### src/rtl/uart_bridge_pkg.sv
// rtl/uart_bridge_pkg.sv - state encodings and baud prescale table for the USB-UART flow scheduler
package uart_bridge_pkg;

   typedef enum logic {
      RX_HOLD    = 1'b0,
      RX_RELEASE = 1'b1
   } rx_state_e;

   typedef enum logic [1:0] {
      CFG_IDLE  = 2'd0,
      CFG_DRAIN = 2'd1,
      CFG_APPLY = 2'd2
   } cfg_state_e;

   // prescale = ceil(48 MHz / (baud * 8)), index = baud code (element 0 is 9600 baud)
   localparam logic [7:0][15:0] BAUD_PRESCALE = {
      16'd7, 16'd14, 16'd27, 16'd53, 16'd105, 16'd157, 16'd313, 16'd625
   };

   function automatic logic [15:0] baud_prescale(input logic [2:0] code);
      return BAUD_PRESCALE[code];
   endfunction

endpackage

### src/rtl/sync_fifo.sv
// rtl/sync_fifo.sv - single-clock byte FIFO with valid/ready on both sides and fill count
module sync_fifo #(
   parameter int DATA_W = 8,
   parameter int DEPTH  = 16
) (
   input  logic                     clk_i,
   input  logic                     rstn_i,
   input  logic [DATA_W-1:0]        in_data_i,
   input  logic                     in_valid_i,
   output logic                     in_ready_o,
   output logic [DATA_W-1:0]        out_data_o,
   output logic                     out_valid_o,
   input  logic                     out_ready_i,
   output logic [$clog2(DEPTH):0]   count_o
);

   localparam int AW = $clog2(DEPTH);
   localparam logic [AW:0] FULL_CNT = DEPTH[AW:0];

   logic [DATA_W-1:0] mem_q [DEPTH];
   logic [AW-1:0]     wr_ptr_q;
   logic [AW-1:0]     rd_ptr_q;
   logic [AW:0]       count_q;
   logic              up_q;
   logic              push;
   logic              pop;

   // up_q keeps the input side closed during the reset cycle itself
   assign in_ready_o  = up_q && (count_q != FULL_CNT);
   assign out_valid_o = (count_q != '0);
   assign out_data_o  = mem_q[rd_ptr_q];
   assign count_o     = count_q;
   assign push        = in_valid_i && in_ready_o;
   assign pop         = out_valid_o && out_ready_i;

   always_ff @(posedge clk_i) begin
      if (!rstn_i) begin
         wr_ptr_q <= '0;
         rd_ptr_q <= '0;
         count_q  <= '0;
         up_q     <= 1'b0;
      end else begin
         up_q <= 1'b1;
         if (push) wr_ptr_q <= wr_ptr_q + 1'b1;
         if (pop)  rd_ptr_q <= rd_ptr_q + 1'b1;
         case ({push, pop})
            2'b10:   count_q <= count_q + 1'b1;
            2'b01:   count_q <= count_q - 1'b1;
            default: count_q <= count_q;
         endcase
      end
   end

   always_ff @(posedge clk_i) begin
      if (push) mem_q[wr_ptr_q] <= in_data_i;
   end

endmodule

### src/rtl/uart_bridge_sched.sv
// rtl/uart_bridge_sched.sv - USB CDC <-> UART flow scheduler: FIFOs, RX batching, safe baud changes
module uart_bridge_sched
   import uart_bridge_pkg::*;
#(
   parameter int          FIFO_DEPTH       = 16,
   parameter int          FLUSH_THRESH     = 8,
   parameter int          IDLE_TIMEOUT     = 4800,
   parameter logic [15:0] PRESCALE_DEFAULT = 16'h0035
) (
   input  logic        clk_i,
   input  logic        rstn_i,
   input  logic [7:0]  usb_out_data_i,
   input  logic        usb_out_valid_i,
   output logic        usb_out_ready_o,
   output logic [7:0]  uart_tx_data_o,
   output logic        uart_tx_valid_o,
   input  logic        uart_tx_ready_i,
   input  logic        uart_tx_busy_i,
   input  logic [7:0]  uart_rx_data_i,
   input  logic        uart_rx_valid_i,
   output logic        uart_rx_ready_o,
   output logic [7:0]  usb_in_data_o,
   output logic        usb_in_valid_o,
   input  logic        usb_in_ready_i,
   input  logic [2:0]  baud_sel_i,
   input  logic        baud_load_i,
   output logic [15:0] prescale_o,
   output logic        cfg_busy_o
);

   localparam int CW = $clog2(FIFO_DEPTH) + 1;
   localparam int IW = $clog2(IDLE_TIMEOUT + 1);
   localparam logic [CW-1:0] THRESH_CNT = CW'(FLUSH_THRESH);
   localparam logic [CW-1:0] ONE_CNT    = CW'(1);
   localparam logic [IW-1:0] IDLE_LAST  = IW'(IDLE_TIMEOUT - 1);

   rx_state_e   rx_state_q;
   cfg_state_e  cfg_state_q;
   logic [IW-1:0] idle_q;
   logic [2:0]  pend_q;
   logic        tx_hold_q;
   logic        cfg_busy_q;
   logic [15:0] prescale_q;

   logic          tx_fifo_valid;
   logic [CW-1:0] tx_count_unused;
   logic          rx_fifo_valid;
   logic [CW-1:0] rx_count;
   logic          rx_release;
   logic          rx_push;
   logic          rx_pop;

   assign rx_release      = (rx_state_q == RX_RELEASE);
   assign uart_tx_valid_o = tx_fifo_valid && !tx_hold_q;
   assign usb_in_valid_o  = rx_fifo_valid && rx_release;
   assign rx_push         = uart_rx_valid_i && uart_rx_ready_o;
   assign rx_pop          = usb_in_valid_o && usb_in_ready_i;
   assign prescale_o      = prescale_q;
   assign cfg_busy_o      = cfg_busy_q;

   sync_fifo #(.DATA_W(8), .DEPTH(FIFO_DEPTH)) u_tx_fifo (
      .clk_i       (clk_i),
      .rstn_i      (rstn_i),
      .in_data_i   (usb_out_data_i),
      .in_valid_i  (usb_out_valid_i),
      .in_ready_o  (usb_out_ready_o),
      .out_data_o  (uart_tx_data_o),
      .out_valid_o (tx_fifo_valid),
      .out_ready_i (uart_tx_ready_i && !tx_hold_q),
      .count_o     (tx_count_unused)
   );

   sync_fifo #(.DATA_W(8), .DEPTH(FIFO_DEPTH)) u_rx_fifo (
      .clk_i       (clk_i),
      .rstn_i      (rstn_i),
      .in_data_i   (uart_rx_data_i),
      .in_valid_i  (uart_rx_valid_i),
      .in_ready_o  (uart_rx_ready_o),
      .out_data_o  (usb_in_data_o),
      .out_valid_o (rx_fifo_valid),
      .out_ready_i (usb_in_ready_i && rx_release),
      .count_o     (rx_count)
   );

   // RX batching: hold bytes until a full batch or the line has gone quiet
   always_ff @(posedge clk_i) begin
      if (!rstn_i) begin
         rx_state_q <= RX_HOLD;
         idle_q     <= '0;
      end else begin
         if (rx_push || rx_count == '0)
            idle_q <= '0;
         else if (idle_q != IDLE_LAST)
            idle_q <= idle_q + 1'b1;

         case (rx_state_q)
            RX_HOLD:
               if (rx_count >= THRESH_CNT || (rx_count != '0 && idle_q == IDLE_LAST))
                  rx_state_q <= RX_RELEASE;
            RX_RELEASE:
               if (rx_pop && !rx_push && rx_count == ONE_CNT)
                  rx_state_q <= RX_HOLD;
            default: rx_state_q <= RX_HOLD;
         endcase
      end
   end

   // Baud change: stop feeding the UART without withdrawing a pending byte, wait for the frame to end
   always_ff @(posedge clk_i) begin
      if (!rstn_i) begin
         cfg_state_q <= CFG_IDLE;
         pend_q      <= '0;
         tx_hold_q   <= 1'b0;
         cfg_busy_q  <= 1'b0;
         prescale_q  <= PRESCALE_DEFAULT;
      end else begin
         case (cfg_state_q)
            CFG_IDLE: begin
               if (baud_load_i) begin
                  pend_q      <= baud_sel_i;
                  cfg_busy_q  <= 1'b1;
                  cfg_state_q <= CFG_DRAIN;
               end
            end
            CFG_DRAIN: begin
               if (baud_load_i) pend_q <= baud_sel_i;
               if (!uart_tx_valid_o || uart_tx_ready_i) tx_hold_q <= 1'b1;
               if (tx_hold_q && !uart_tx_busy_i && !uart_tx_valid_o)
                  cfg_state_q <= CFG_APPLY;
            end
            CFG_APPLY: begin
               prescale_q  <= baud_prescale(pend_q);
               tx_hold_q   <= 1'b0;
               cfg_busy_q  <= 1'b0;
               cfg_state_q <= CFG_IDLE;
            end
            default: cfg_state_q <= CFG_IDLE;
         endcase
      end
   end

endmodule

### config.mk
export PLATFORM = sky130hd
export DESIGN_NAME = uart_bridge_sched
export DESIGN_NICKNAME = d
export VERILOG_FILES = /design/src/rtl/uart_bridge_pkg.sv /design/src/rtl/sync_fifo.sv /design/src/rtl/uart_bridge_sched.sv
export SDC_FILE = /design/constraint.sdc
export NUM_CORES = 1
export LEC_CHECK = 0
export ABC_AREA = 1
export CORE_MARGIN = 2
export CORE_UTILIZATION = 35
export CTS_CLUSTER_SIZE = 14
export DETAILED_ROUTE_END_ITERATION = 16
export DONT_BUFFER_PORTS = 1
export HOLD_SLACK_MARGIN = 0.05
export PLACE_DENSITY = 0.6
export SETUP_SLACK_MARGIN = 0.05
export SLEW_MARGIN = 20
export SYNTH_ARGS = -nofsm -noshare
export SYNTH_HDL_FRONTEND = slang
export SYNTH_SLANG_ARGS = --single-unit
### constraint.sdc
create_clock -name clk_i -period 2.2 [get_ports clk_i]
set_input_delay 0.33 -clock clk_i [delete_from_list [all_inputs] [get_ports clk_i]]
set_output_delay 0.33 -clock clk_i [all_outputs]
set_load 0.02 [all_outputs]
==> results of run 1 <==
state kept, by name (all words and copies together) (netlist names), named ones only:
signal / count
tx_hold_q: 1
cfg_busy_o: 1
idle_q: 13
prescale_o: 10
u_tx_fifo.rd_ptr_q: 4
rx_release: 1
u_tx_fifo.count_o: 5
u_rx_fifo.wr_ptr_q: 4
u_tx_fifo.up_q: 1
u_tx_fifo.wr_ptr_q: 4
cfg_state_q: 2
u_rx_fifo.count_o: 5
pend_q: 3
u_rx_fifo.mem_q: 128
u_rx_fifo.rd_ptr_q: 4
u_tx_fifo.mem_q: 128
worst max-delay path, cell delays in order (launching register included):
cell and delay, ps:
dfxtp_4 400, buf_12 160, buf_16 130, o211ai_1 200, nand3_1 160, nand3_2 110, nand2_4 90
synth_stat cells:
cell / instances / area share (%)
nand3_2: 3 / 0.22
a31oi_4: 1 / 0.15
o211a_1: 1 / 0.073
nand3_1: 125 / 4.5
buf_1: 7 / 0.19
nor2_1: 71 / 1.9
o21ai_1: 1 / 0.036
or2_2: 3 / 0.14
buf_2: 27 / 0.98
a31oi_1: 1 / 0.045
nand2_1: 174 / 4.7
xnor2_1: 5 / 0.32
edfxtp_1: 256 / 56
a21oi_1: 108 / 3.9
nand4_1: 3 / 0.14
nor3b_1: 2 / 0.11
nor2_4: 1 / 0.082
o211ai_1: 65 / 3.5
buf_6: 7 / 0.57
clkbuf_1: 14 / 0.38
a211o_1: 1 / 0.064
ha_1: 25 / 2.3
inv_2: 3 / 0.082
nor3_1: 8 / 0.29
nand3b_1: 1 / 0.055
o21ai_0: 93 / 3.4
buf_4: 8 / 0.44
conb_1: 1 / 0.027
dfxtp_1: 66 / 9.6
nor3_2: 1 / 0.073
inv_1: 185 / 5.0
nand3_4: 1 / 0.13
xor2_1: 9 / 0.57
kinds of logic after synthesis:
kind of cell    count (synthesis)
buf+inv                       251
other cells                     1
fa+ha+maj                      25
xor+xnor                       14
simple gates                  393
flops                         322
compound gates                271
power by group:
part	total, W	internal [W]	leakage, nW	switching, W
Sequential	0.00686	0.00671	2.85	0.000150
Combinational	0.00284	0.00105	2.64	0.00179
Clock	0.00655	0.00403	0.641	0.00251
layer usage:
metal	vias up	GRT usage, %	share of wire [%]
met5	-	0	0
met4	0	5.68	2.9
met3	59	3.08	5.8
met2	258	24.9	47
met1	4410	19.5	44
li1	4545	-	-
worst paths after layout:
| kind | from | end | slack (ps) |
|---|---|---|---|
| max | flop | usb_in_data_o[1] | 70 |
| min | rstn_i | idle_q[4] | 130 |
| max reg2reg | u_tx_fifo.count_o[1] | u_tx_fifo.count_o[4] | 240 |
| min reg2reg | tx_hold_q | tx_hold_q | 470 |
per-stage QoR:
stage          setup TNS, ps  total power [W]  setup slack (ps)  cell area (um2)
2_1_floorplan              0          0.00865               222            13800
3_3_place_gp               0          0.00911               151            14500
3_5_place_dp               0          0.00913              92.6            14500
4_1_cts                    0           0.0160              32.5            16400
5_1_grt                -74.4           0.0170             -37.1            16800
6_report                   0           0.0162              70.6            16800
what timing repair did:
item,in CTS,in global routing
hold buffers,27,0
setup buffers,7,3
hold endpoints to repair,285,0
gates cloned,4,5
gates resized for setup,42,84
setup endpoints to repair,16,20
pin swaps,22,34
final cells by class:
cell class	instances	share of cell area (%)
Sequential cell	322	53.7
Multi-Input combinational cell	709	24.0
Timing Repair Buffer	94	6.32
Clock buffer	48	6.06
Inverter	188	4.24
Tap cell	518	3.85
Clock inverter	20	1.76
Antenna cell	2	0.0298
==> impl_metrics.env, run 1 <==
export IMPL_min_path_type="in2reg"
export IMPL_cp_data_required_time_ps=1870
export IMPL_hold_path_depth=2
export IMPL_tightest_slew_ps=857
export IMPL_muxShareOfSynthArea_pct=0
export IMPL_final_cell_mix="edfxtp_1, inv_1, nand2_1, nand3_1, a21oi_1"
export IMPL_drt_iter0_drc=731
export IMPL_grt_overflow=0
export IMPL_rows=72
export IMPL_cap_viol_max_count=0
export IMPL_cts_sinks=322
export IMPL_antenna_found_initial=1
export IMPL_status="completed"
export IMPL_synthAdderAreaFrac_pct=2.27
export IMPL_avgViaCountPerCell=4.88
export IMPL_grt_max_degree=65
export IMPL_fmax_mhz=470
export IMPL_first_pass_iters=5
export IMPL_final_util_pct=43.4
export IMPL_cellPowerDensity_nw_per_um2=966
export IMPL_crit_fanout=8
export IMPL_cts_max_path_buffers=3
export IMPL_hold_viol=0
export IMPL_synth_area_um2=13800
export IMPL_drive_gt1_share_pct=15.1
export IMPL_fin_crit_ps=2130
export IMPL_tritoncts="built"
export IMPL_grt_pass1_wl_mm=48.6
export IMPL_fillCellCount=3616
export IMPL_holdWs_ps=125
export IMPL_setup_viol_count_final=0
export IMPL_multi_input_area_um2=4040
export IMPL_final_setup_skew_ps=11.4
export IMPL_synth_top_family_by_area="simple AND/OR/NAND/NOR gates"
export IMPL_ant_nets=0
export IMPL_gr_usage_all_layers_pct=15.0
export IMPL_end_kind="output port"
export IMPL_area_growth_pct=22.2
export IMPL_fin_crit_sh_pct=96.8
export IMPL_yosysUniqueCellTypes=33
export IMPL_syn_avg_cell_area_um2=10.8
export IMPL_cts_buffers=38
export IMPL_fin_cells=1901
export IMPL_io_buffers=0
export IMPL_crit_arrival_ps=1800
export IMPL_worstSetupStartpointType="flop"
export IMPL_drc=0
export IMPL_num_nets_final=1405
export IMPL_grt_pass1_vias=9093
export IMPL_root_buffer="clkbuf_16"
export IMPL_route_vias_total=9272
export IMPL_io_pins=64
export IMPL_yosys_register_bits=322
export IMPL_die_w_um=202
export IMPL_die_area_um2=40900
export IMPL_slew_headroom_pct=42.8
export IMPL_clk_pin_slew_worst_paths_ps=50
export IMPL_hpwl_mm=18.4
export IMPL_placedCellCount=1786
export IMPL_rsz0062_at_grt="yes"
export IMPL_slew_violations=0
export IMPL_reg2reg_depth=16
export IMPL_drt_total_wl_mm=31.7
export IMPL_cts_htree_levels=2
export IMPL_fp_coreArea_um2=38700
export IMPL_synth_cells=1277
export IMPL_yosysSeqAreaShare_pct=65.4
export IMPL_start_util_pct=35.5
export IMPL_synth_compound_area_share_pct=11.2
export IMPL_gp_congestion=0.818
export IMPL_layout_commonest_cell="edfxtp_1"
export IMPL_yosys_area_share_simple_pct=12.5
export IMPL_ir_drop_uv=485
export IMPL_worstSkewPairLatency_ps=540
export IMPL_yosysWarnings=0
export IMPL_ff_latch_area_um2=9030
export IMPL_critPathKind="reg2out"
export IMPL_synth_xor_xnor_area_share_pct=0.891
export IMPL_wire_per_inst_um=16.7
export IMPL_leakage_nw=6.13
export IMPL_chipHeight_um=202
Power figures use the tool's default switching activity.
==> run 2, diff against run 1 <==
--- a/config.mk
+++ b/config.mk
@@ -6,6 +6,7 @@
 export NUM_CORES = 1
 export LEC_CHECK = 0
 export ABC_AREA = 1
+export CORE_ASPECT_RATIO = 1.1
 export CORE_MARGIN = 2
 export CORE_UTILIZATION = 35
 export CTS_CLUSTER_SIZE = 14
==> run 2 against run 1 <==
Effect of this change:
- count of clock-buffer cells in the layout shrank 7
- clock power shrank 17%
- first-iteration DRC count shrank 0.68%
- maximum frequency grew 1.5%
- core utilization shrank 1.9 points
- sequential power is essentially flat
- sequential share of layout area grew 2.0 points
- global-route usage is essentially flat
- cell area shrank 3.7%
- die area is essentially flat
==> impl_metrics.env, run 2 (synthesized netlist as in run 1, its figures left out) <==
export IMPL_status="completed"
export IMPL_cts_max_path_buffers=3
export IMPL_cellPowerDensity_nw_per_um2=928
export IMPL_hold_viol=0
export IMPL_chipHeight_um=212
export IMPL_tightest_slew_ps=869
export IMPL_ant_nets=0
export IMPL_final_setup_skew_ps=27.1
export IMPL_num_nets_final=1386
export IMPL_worstSkewPairLatency_ps=510
export IMPL_grt_overflow=0
export IMPL_cts_buffers=34
export IMPL_critPathKind="reg2out"
export IMPL_setup_viol_count_final=0
export IMPL_cp_data_required_time_ps=1870
export IMPL_crit_path_top_delay_cell="dfxtp_1"
export IMPL_fin_crit_ps=2100
export IMPL_reg_top3="u_rx_fifo.mem_q: 128 flops, u_tx_fifo.mem_q: 128 flops, idle_q: 13 flops"
export IMPL_drive_gt1_share_pct=13.0
export IMPL_tritoncts="built"
export IMPL_holdWs_ps=79.3
export IMPL_rsz0062_at_grt="yes"
export IMPL_slowest_delay_ps=410
export IMPL_grt_max_degree=65
export IMPL_die_w_um=193
export IMPL_maxUsedRoutingLayer="met4"
export IMPL_fmax_mhz=477
export IMPL_io_pins=64
export IMPL_fp_coreArea_um2=39000
export IMPL_wl_met2_mm=15.3
export IMPL_ir_drop_uv=502
export IMPL_die_area_um2=40900
export IMPL_root_buffer="clkbuf_16"
export IMPL_drt_met1_wl_mm=13.7
export IMPL_leakage_nw=5.86
export IMPL_critical_path_cell_chain="clkinvlp_4 > nand3_1 > nand3_2 > nand2_4"
export IMPL_drc=0
export IMPL_wire_per_inst_um=16.8
export IMPL_crit_fanout=16
export IMPL_rows=76
export IMPL_fin_ws_ps=103
export IMPL_route_vias_total=9223
export IMPL_gr_usage_all_layers_pct=15.0
export IMPL_drt_total_wl_mm=31.4
export IMPL_start_util_pct=35.3
export IMPL_fin_tns_setup_ps=0
export IMPL_antenna_found_initial=2
export IMPL_clk_pin_slew_worst_paths_ps=60
export IMPL_placedCellCount=1772
export IMPL_slew_violations=0
export IMPL_area_growth_pct=17.6
export IMPL_drt_iter0_drc=726
export IMPL_slew_headroom_pct=42.0
export IMPL_finalInstanceArea_um2=16200
export IMPL_pre_cts_ws_ps=63.4
export IMPL_avgViaCountPerCell=4.93
export IMPL_cp_top_family="simple AND/OR/NAND/NOR gates"
export IMPL_io_buffers=0
export IMPL_fin_crit_sh_pct=95.3
export IMPL_end_kind="output port"
export IMPL_gp_congestion=0.836
export IMPL_crit_arrival_ps=1770
export IMPL_min_path_type="in2reg"
export IMPL_worstSetupStartpointType="flop"
export IMPL_cts_htree_levels=2
export IMPL_layout_commonest_cell="edfxtp_1"
export IMPL_first_pass_iters=6
export IMPL_grt_pass1_vias=8786
export IMPL_cap_viol_max_count=0
export IMPL_post_dp_cell_area_um2=14500
export IMPL_wl_met3_mm=1.76
export IMPL_hpwl_mm=18.9
export IMPL_cts_sinks=322
export IMPL_fin_cells=1869
export IMPL_final_cell_mix="edfxtp_1, inv_1, nand2_1, nand3_1, a21oi_1"
export IMPL_grt_pass1_wl_mm=47.6
export IMPL_crit_buf_inv=1
## run 2: changes by cell type in the layout (fill, tap and decap cells not counted), moves of 6 or more
cell and change:
o21ai_1 -11, o21ai_0 +11, buf_12 -6, nand3_1 +6, a21oi_1 +6, a21oi_2 -6
## run 2: power by group
| group | switching (W) | total (W) | internal [W] |
|---|---|---|---|
| clock network | 0.00227 | 0.00542 | 0.00314 |
| logic | 0.00174 | 0.00274 | 0.000998 |
| registers | 0.000163 | 0.00687 | 0.00671 |
## run 2: through the flow
stage / utilization, % / power [W]
2_1_floorplan: - / 0.00865
3_3_place_gp: 37.2 / 0.00907
3_5_place_dp: 37.2 / 0.00911
4_1_cts: 40.8 / 0.0148
5_1_grt: 41.5 / 0.0157
6_report: 41.5 / 0.0150
## run 2: final cells by class
| class | instances | area, um2 |
|---|---|---|
| well taps | 507 | 634 |
| clock buffers | 41 | 898 |
| fillers | 3649 | 22800 |
| diodes | 4 | 10.0 |
| multi-input cells | 709 | 3950 |
| flip-flops and latches | 322 | 9020 |
| repair buffers | 79 | 822 |
| clock inverters | 19 | 143 |
| inverters | 188 | 709 |
## run 2: routing by layer
layer | vias up | GRT usage, %
li1 | 4504 | -
met5 | - | 0
met3 | 47 | 2.95
met4 | 0 | 5.62
met2 | 223 | 25.0
met1 | 4449 | 19.3
## run 2: worst register-to-register path: stages (launching register included)
cell and delay, ps:
dfxtp_1 350, nor2_2 130, nand4_1 110, nand3_1 130, inv_2 70, ha_4 180
nand2_1 70, inv_1 50, nor2_2 110, ha_1 160, inv_1 40, nand2_1 90
nand3_1 110, nand3_1 80, nand3_1 80, nand2_1 60, inv_1 40
## run 2: worst paths after layout
| kind | slack (ps) | depth (start not counted) | start | endpoint |
|---|---|---|---|---|
| max | 100 | 4 | flop | uart_tx_data_o[6] |
| min reg2reg | 470 | 1 | u_tx_fifo.count_o[0] | u_tx_fifo.count_o[0] |
| min | 80 | 2 | uart_tx_busy_i | cfg_state_q[0] |
| max reg2reg | 240 | 16 | u_tx_fifo.count_o[1] | u_tx_fifo.count_o[4] |
## run 2: what timing repair did
| action | CTS | global route |
|---|---|---|
| hold endpoints to repair | 285 | 0 |
| setup buffers | 4 | 1 |
| cloned | 2 | 2 |
| endpoints found under the setup margin | 17 | 22 |
| pin swaps | 2 | 15 |
| hold buffers | 24 | 0 |
| gates resized for setup | 14 | 68 |
==> run 3, diff against run 2 <==
--- a/config.mk
+++ b/config.mk
@@ -6,6 +6,7 @@
 export NUM_CORES = 1
 export LEC_CHECK = 0
 export ABC_AREA = 1
+export CAP_MARGIN = 20
 export CORE_ASPECT_RATIO = 1.1
 export CORE_MARGIN = 2
 export CORE_UTILIZATION = 35
==> results of run 3 <==
No change in the layout: final DEF, timing and power equal those of run 2.
